**config.mk**
```make
export PLATFORM = sky130hd
export DESIGN_NAME = match_controller
export DESIGN_NICKNAME = d
export VERILOG_FILES = /design/src/rtl/match_controller.sv
export SDC_FILE = /design/constraint.sdc
export NUM_CORES = 1
export LEC_CHECK = 0
export ABC_AREA = 1
export BUFFER_PORTS_ARGS = -buffer_cell sky130_fd_sc_hd__buf_2
export CAP_MARGIN = 10
export CORE_MARGIN = 3
export CORE_UTILIZATION = 45
export DETAILED_ROUTE_END_ITERATION = 12
export PLACE_DENSITY = 0.7
export SLEW_MARGIN = 20
export SYNTH_ARGS = -nofsm -noshare
export SYNTH_HDL_FRONTEND = slang
export SYNTH_SLANG_ARGS = --single-unit
```
**constraint.sdc**
```tcl
create_clock -name frame_clk -period 2.5 [get_ports frame_clk]
set_input_delay 0.375 -clock frame_clk [delete_from_list [all_inputs] [get_ports frame_clk]]
set_output_delay 0.375 -clock frame_clk [all_outputs]
set_load 0.02 [all_outputs]
```
**src/rtl/match_controller.sv**
```systemverilog
// Head-soccer game-flow sequencer: match state machine, match clock, kickoff
// countdown and score registers, all advancing once per video frame.
module match_controller #(
  parameter int          FRAMES_PER_SEC    = 60,
  parameter int          MATCH_SECONDS     = 90,
  parameter int          KICKOFF_SECONDS   = 3,
  parameter int          GOAL_PAUSE_FRAMES = 120,
  parameter int          WIN_SCORE         = 5,
  parameter logic [7:0]  START_KEY         = 8'h28
) (
  input  logic        frame_clk,
  input  logic        Reset,
  input  logic [31:0] keycode,
  input  logic        goal_left,
  input  logic        goal_right,
  output logic        char_reset,
  output logic        ball_reset,
  output logic        play_en,
  output logic [3:0]  score_p1,
  output logic [3:0]  score_p2,
  output logic [7:0]  time_left,
  output logic [1:0]  countdown,
  output logic [2:0]  state
);

  localparam logic [2:0] S_IDLE    = 3'd0;
  localparam logic [2:0] S_KICKOFF = 3'd1;
  localparam logic [2:0] S_PLAY    = 3'd2;
  localparam logic [2:0] S_GOAL    = 3'd3;
  localparam logic [2:0] S_OVER    = 3'd4;

  localparam int FC_W = ($clog2(FRAMES_PER_SEC) > 6) ? $clog2(FRAMES_PER_SEC) : 6;
  localparam int PC_W = ($clog2(GOAL_PAUSE_FRAMES) > 1) ? $clog2(GOAL_PAUSE_FRAMES) : 1;

  function automatic logic [3:0] sat_inc(input logic [3:0] s);
    return (s == 4'hF) ? 4'hF : s + 4'd1;
  endfunction

  function automatic logic [7:0] floor_dec(input logic [7:0] t);
    return (t == 8'd0) ? 8'd0 : t - 8'd1;
  endfunction

  logic            start_prev;
  logic            start_hit;
  logic            start_edge;
  logic [FC_W-1:0] frame_cnt;
  logic [PC_W-1:0] pause_cnt;
  logic            frame_wrap;
  logic            pause_done;
  logic            win_reached;

  logic [2:0]      nxt_state;
  logic [3:0]      nxt_p1;
  logic [3:0]      nxt_p2;
  logic [7:0]      nxt_time;
  logic [7:0]      dec_time;
  logic [1:0]      nxt_cd;
  logic [FC_W-1:0] nxt_fc;
  logic [PC_W-1:0] nxt_pc;

  assign start_hit   = (keycode[7:0]   == START_KEY) || (keycode[15:8]  == START_KEY) ||
                       (keycode[23:16] == START_KEY) || (keycode[31:24] == START_KEY);
  assign start_edge  = start_hit & ~start_prev;
  assign frame_wrap  = (frame_cnt == FC_W'(FRAMES_PER_SEC - 1));
  assign pause_done  = (pause_cnt == PC_W'(GOAL_PAUSE_FRAMES - 1));
  assign win_reached = (score_p1 >= 4'(WIN_SCORE)) || (score_p2 >= 4'(WIN_SCORE));
  assign dec_time    = frame_wrap ? floor_dec(time_left) : time_left;

  // Counters default to zero so every state entry starts a fresh second.
  always_comb begin
    nxt_state = state;
    nxt_p1    = score_p1;
    nxt_p2    = score_p2;
    nxt_time  = time_left;
    nxt_cd    = 2'd0;
    nxt_fc    = '0;
    nxt_pc    = '0;
    case (state)
      S_IDLE: begin
        if (start_edge) begin
          nxt_state = S_KICKOFF;
          nxt_p1    = 4'd0;
          nxt_p2    = 4'd0;
          nxt_time  = 8'(MATCH_SECONDS);
          nxt_cd    = 2'(KICKOFF_SECONDS);
        end
      end
      S_KICKOFF: begin
        nxt_cd = countdown;
        nxt_fc = frame_wrap ? '0 : frame_cnt + 1'b1;
        if (frame_wrap) begin
          if (countdown <= 2'd1) begin
            nxt_state = S_PLAY;
            nxt_cd    = 2'd0;
          end else begin
            nxt_cd = countdown - 2'd1;
          end
        end
      end
      S_PLAY: begin
        nxt_fc   = frame_wrap ? '0 : frame_cnt + 1'b1;
        nxt_time = dec_time;
        // A goal wins over clock expiry in the same frame.
        if (goal_right) begin
          nxt_p1    = sat_inc(score_p1);
          nxt_state = S_GOAL;
          nxt_fc    = '0;
        end else if (goal_left) begin
          nxt_p2    = sat_inc(score_p2);
          nxt_state = S_GOAL;
          nxt_fc    = '0;
        end else if (dec_time == 8'd0) begin
          nxt_state = S_OVER;
          nxt_fc    = '0;
        end
      end
      S_GOAL: begin
        nxt_pc = pause_cnt + 1'b1;
        if (pause_done) begin
          nxt_pc = '0;
          if (win_reached || (time_left == 8'd0)) begin
            nxt_state = S_OVER;
          end else begin
            nxt_state = S_KICKOFF;
            nxt_cd    = 2'(KICKOFF_SECONDS);
          end
        end
      end
      S_OVER: begin
        if (start_edge) nxt_state = S_IDLE;
      end
      default: nxt_state = S_IDLE;
    endcase
  end

  // Frame register: outputs reflect the state held for the coming frame.
  always_ff @(posedge frame_clk) begin
    start_prev <= Reset ? 1'b0 : start_hit;
    if (Reset) begin
      state      <= S_IDLE;
      char_reset <= 1'b1;
      ball_reset <= 1'b1;
      play_en    <= 1'b0;
      score_p1   <= 4'd0;
      score_p2   <= 4'd0;
      time_left  <= 8'(MATCH_SECONDS);
      countdown  <= 2'd0;
      frame_cnt  <= '0;
      pause_cnt  <= '0;
    end else begin
      state      <= nxt_state;
      char_reset <= (nxt_state == S_IDLE) || (nxt_state == S_KICKOFF);
      ball_reset <= (nxt_state == S_IDLE) || (nxt_state == S_KICKOFF);
      play_en    <= (nxt_state == S_PLAY);
      score_p1   <= nxt_p1;
      score_p2   <= nxt_p2;
      time_left  <= nxt_time;
      countdown  <= nxt_cd;
      frame_cnt  <= nxt_fc;
      pause_cnt  <= nxt_pc;
    end
  end

endmodule

```
* Word level (Yosys, flattened, before mapping)
Index checks and enable logic that the tools add are counted. Widths: inputs -> output; s select.
Cells by class: shift operators 0, eq/ne operators 19, order comparisons 3, add/sub/neg operators 6, muxes and demuxes 33, $mul 0, reductions and logical operators 15, div/mod/pow operators 0, bitwise operators 3
Operator list (number):
- $eq 8x6->1 const B | 4
- $mux 3 | 9
- $mux 4 | 6
- $mux 6 | 4
- $mux 8 | 3
- $logic_not 8->1 | 2
- $pmux 4 s2 | 2
- $pmux 8 s2 | 1
- $pmux 3 s5 | 1
- $pmux 6 s2 | 1
- $mux 2 | 5
- $ne 2x2->1 const B | 5
- $eq 3x2->1 const B | 3
- $add 4x1->4 const B | 2
- $eq 4x4->1 const B | 2
- $ge 4x3->1 const B | 2
- $sub 8x1->8 const B | 1
- $add 7x1->7 const B | 1
- $eq 7x7->1 const B | 1
- $add 6x1->6 const B | 1
- $eq 3x1->1 const B | 2
- $eq 6x6->1 const B | 1
- $logic_not 3->1 | 2
- $logic_or 1x1->1 | 6
- other kinds (11) | 12
Word-level totals: bits in latches 0, register bits 37, RAM bits 0, output and inout bits 24, ROM bits 0, memories 0, bits of input ports 36, logic and storage cells 89

* Longest topological paths before layout
word-level depth 10, mapped depth 16, depth with buffers taken out 16

* Worst setup path before layout
Ideal clock, no wire load.
path type reg-to-reg, start point register time_left[0], end point register state[1], slack 0.704 ns, arrival time 1.685 ns, data required time 2.389 ns, path buffers 0, cell stages (with the launch flop) 16, setup time 0.111 ns, clock period less this slack 1.796 ns, path through dfxtp_1 > inv_1 > ha_1 > nand3_1 > nor2_2 > nand2_2 > nand3_1 > nand2_1 > nor2_2 > nand2_2 > nand2_1 > nand2_1 > nand2_1 > nand2_2 > nand2_2 > inv_1
On the way: word-level cells in the longest chain between the ends 8, elaborated cells between the ends (all ways) 9, those cells by class add/sub: 1; mux: 6; reduce/logical: 2
RTL lines:
- from (decl) | line 21 | output logic [7:0] time_left,
- from (signal assigned) | line 146 | time_left <= 8'(MATCH_SECONDS);
- from (signal assigned) | line 157 | time_left <= nxt_time;
- $sub 8x1->8 or $logic_not 8->1 (tied branches) | line 40 | return (t == 8'd0) ? 8'd0 : t - 8'd1;
- $mux 8 | line 40
- $mux 8 (*) | line 67 | assign dec_time = frame_wrap ? floor_dec(time_left) : time_left;
- $logic_not 8->1 (*) | line 112 | end else if (dec_time == 8'd0) begin
- $mux 3 (*) | line 112
- $mux 3 (*) | line 108 | end else if (goal_left) begin
- $mux 3 (*) | line 104 | if (goal_right) begin
- $pmux 3 s5 (*) | line 78 | case (state)
- to (signal assigned) | line 151 | state <= nxt_state;
- to (decl) | line 23 | output logic [2:0] state
Mark *: on every way between the ends. The rest lies on a longest branch, timed or not. A chain may end at the register's enable or synchronous reset.

* Final worst setup path
start point register frame_cnt[0], end point register state[1]
On the way: word-level cells in the longest chain between the ends 7, elaborated cells between the ends (all ways) 8, those cells by class eq/ne: 1; mux: 6; reduce/logical: 1
RTL lines:
- from (decl) | line 46 | logic [FC_W-1:0] frame_cnt;
- from (signal assigned) | line 159 | frame_cnt <= nxt_fc;
- $eq 6x6->1 (*) | line 64 | assign frame_wrap = (frame_cnt == FC_W'(FRAMES_PER_SEC - 1));
- $mux 8 | line 67
- $logic_not 8->1 | line 112
- $mux 3 | line 112
- $mux 3 | line 108
- $mux 3 | line 104
- $pmux 3 s5 (*) | line 78
Marks and branches as above.

==> key figures <==
STA
  – RSZ-0062 raised after global routing: no
  – Final hold slack: 0.4400 ns
  – Sum Neg Setup Slack: 0 ns
  – Worst setup margin: 0.3789 ns
  – Min Tclk post-route: 2.121 ns
  – Worst Tran Pin Value: 0.4821 ns
  – Clk_skew: 0.004501 ns
  – Slew headroom: 67.62%
  – Max Slew Vio Count: 0
  – Hold Fails Final Rpt: 0
  – Setup Viol. Count Final: 0
  – Period utilization: 84.84%
  – Fmax: 471.5 MHz

Power and ir drop
  – Static leakage: 1.226 nW
  – Logic gate share of total power: 5.8%
  – Max VDD drop: 0.0003003 V
  – Net Switching: 247.8 uW
  – Sequential share of power: 56.0%
  – Total chip power: 1.061 mW
  – Pwr dens: 403.4 nW/um^2
  – Clk pwr share: 38.3%
  – Net Sw Frac: 23.34%
  – Internal: 813.6 uW

Synth
  – Post-Syn Area: 2192 sq um
  – Largest area contributor in the netlist: dfxtp_1
  – Register area share after synthesis: 33.79%
  – Share of the synthesized area in the top cell type: 33.79%
  – Syn Inst Count: 329
  – Seq cells post-synth: 37
  – Synth top area cells: dfxtp_1 (34%), nand2_1 (13%), inv_1 (9.1%), nand3_1 (6.6%), nor2_1 (6.2%)
  – Syn_nets: 375
  – Mean Syn Cell Area: 6.663 sq um
  – Synth unique cells: 33
  – Yosys warnings: 0

Critical path
  – Critical path capture point type: flop
  – Worst-path maximum fanout: 15
  – Worst r2r src: frame_cnt[0]
  – Reg2reg setup slack: 0.38 ns
  – FF-to-FF path depth: 14
  – Reg-to-reg endpoint: state[1]
  – Critical Path RT: 2.69 ns
  – Setup CP Type: flop to flop
  – Startpoint Class: flop
  – Worst endpoint data arrival time: 2.31 ns

Floorplanning
  – Cell Rows: 24
  – Placeable Area: 4534 sq um
  – Initial core utilization: 48.34%
  – Die Y: 75.80 um
  – Die extent in x: 75.80 um
  – Die area: 5745 sq um
  – IO Pins: 60

Place
  – Dpl ws: 0.3958 ns
  – Routability Congestion: 0.8410
  – Placed insts: 450
  – PortBufs: 59
  – Area post-placement: 2549 sq um
  – Final HPWL DP: 4041 um

Detailed routing
  – Vias: 2,240
  – Final ANT Viol Nets: 0
  – # DRC: 0
  – DRT iter0 DRCs: 74
  – DR WL/cell: 11.33 um
  – DRT Pass-1 Iters: 4
  – Drt via density: 4.891
  – WL final: 5187 um

Final layout
  – Share of cells above drive strength 1: 21.37%
  – # fillers: 456
  – Core Util, Final: 58.03%
  – Design Area, Final: 2631 sq um
  – Nets: 438
  – Synth-to-Final Area Change: 20.03%
  – Fin cells: 458
  – Diodes inserted: 0
  – Storage cell area: 740.7 sq um
  – Multi-input gate area: 1217 sq um

Clocking
  – CTS tree: done
  – Clk_lat worst skew: 0.29 ns
  – CTS Buffer Depth: 2
  – CTS Sinks: 37
  – H-Tree Depth: 2
  – Post-cts resize count: 0
  – Clock transition at path regs: 0.07 ns
  – Post-CTS Setup Bufs: 0
  – Hold-fix buffers, CTS: 0
  – Clock buffer count from CTS: 5
  – Root buffer cell: clkbuf_8

Hold path
  – Hold_sp: Reset
  – Worst min path class: input port to flop
  – WHS Endpoint: time_left[7]
  – Hold depth: 2

GRT
  – Vias in the first global route: 2,145
  – Largest net degree at the start of global routing: 16
  – Total GRT Usage: 19.87%
  – First-pass GRT wire length: 8894 um
  – GRT Residual Overflow: 0
  – Initial antenna violation count: 0

Outcome
  – Run status: complete, no violations

Run
  – Max Cap Viol: 0
==> registers in the layout (all words and copies together) (netlist names) <==
register,cells
time_left,8
countdown,2
play_en,1
pause_cnt,7
score_p1,4
ball_reset,1
score_p2,4
start_prev,1
state,3
frame_cnt,6
==> power groups by stage <==
stage	registers, mW	clock network, mW	logic (mW)
final	0.594	0.406	0.0611
after global routing	0.594	0.438	0.0696
after CTS	0.594	0.423	0.0614
after detailed placement	0.608	0	0.0613
after global placement	0.608	0	0.0604
after floorplan	0.610	0	0.0234
==> final cells by class <==
type,instances,area share [%]
timing repair buffer,60,11.51
inverter,55,7.846
clock inverter,2,0.3804
clock buffer,6,2.758
multi-input combinational,233,46.27
sequential,37,28.15
tap,65,3.091
==> per-layer routing <==
metal | track usage (%) | up-vias | routed length [um]
li1 | - | 1191 | -
met1 | 24.84 | 992 | 2498
met2 | 34.41 | 50 | 2372
met3 | 3.958 | 7 | 246
met4 | 5.825 | 0 | 71
met5 | 0 | - | 0
==> Yosys cell counts <==
| cell | n |
|---|---|
| a211oi_1 | 1 |
| o211ai_1 | 1 |
| and3_1 | 1 |
| clkbuf_1 | 1 |
| buf_6 | 1 |
| o21ai_0 | 10 |
| nand4_1 | 5 |
| a31oi_1 | 1 |
| dfxtp_1 | 37 |
| inv_1 | 53 |
| buf_2 | 1 |
| xnor2_1 | 1 |
| nor2_4 | 1 |
| o21bai_2 | 1 |
| nor3_4 | 1 |
| inv_2 | 2 |
| nor3_1 | 7 |
| o22ai_1 | 1 |
| ha_1 | 10 |
| nor2_2 | 5 |
| xor2_1 | 4 |
| o21a_1 | 1 |
| a21oi_1 | 18 |
| nor4_1 | 9 |
| nor2_1 | 36 |
| nand2_2 | 5 |
| o221ai_1 | 4 |
| o31ai_1 | 2 |
| nand3_1 | 29 |
| nand2_1 | 76 |
| nor3b_1 | 1 |
| buf_4 | 1 |
| nand3_2 | 2 |
==> how the worst max path moves through the flow <==
stage / start / to / depth (start not counted)
floorplan: time_left[0] / state[1] / 15
global placement: frame_cnt[0] / state[1] / 14
detailed placement: frame_cnt[0] / state[1] / 14
CTS: frame_cnt[0] / state[1] / 14
global route: frame_cnt[0] / state[1] / 14
finish: frame_cnt[0] / state[1] / 14
==> kinds of logic after synthesis <==
kind of cell	count (synthesis)	share of synthesized area, %
xor gates and xnor gates	5	1.998
buffers and inverters	59	10.67
DFF	37	33.79
adders and majority gates	10	5.708
and+or+nand+nor	178	37.04
AOI/OAI and AO/OA	40	10.79
==> cells in the final DEF, fill, tap and decap left out, types with 4 or more instances in the layout <==
cell type,Yosys,routed
inv_1,53,53
nand2_1,76,76
buf_2,1,59
dfxtp_1,37,37
xor2_1,4,4
clkbuf_8,0,5
nor3_1,7,7
nor2_2,5,5
nor4_1,9,9
nand2_2,5,5
a21oi_1,18,18
ha_1,10,10
nor2_1,36,36
o221ai_1,4,4
o21ai_0,10,10
nand3_1,29,29
nand4_1,5,5
==> worst max-delay path, cell delays in order (launching register included) <==
cell	delay, ns
dfxtp_1	0.36
ha_1	0.19
nand2_1	0.11
nor2_4	0.33
nand2_2	0.22
nand3_1	0.16
nand2_1	0.07
nor2_2	0.15
nand2_2	0.08
nand2_1	0.06
nand2_1	0.04
nand2_1	0.07
nand2_2	0.07
nand2_2	0.07
inv_1	0.04
No activity file was read; power rests on OpenSTA's default activity.
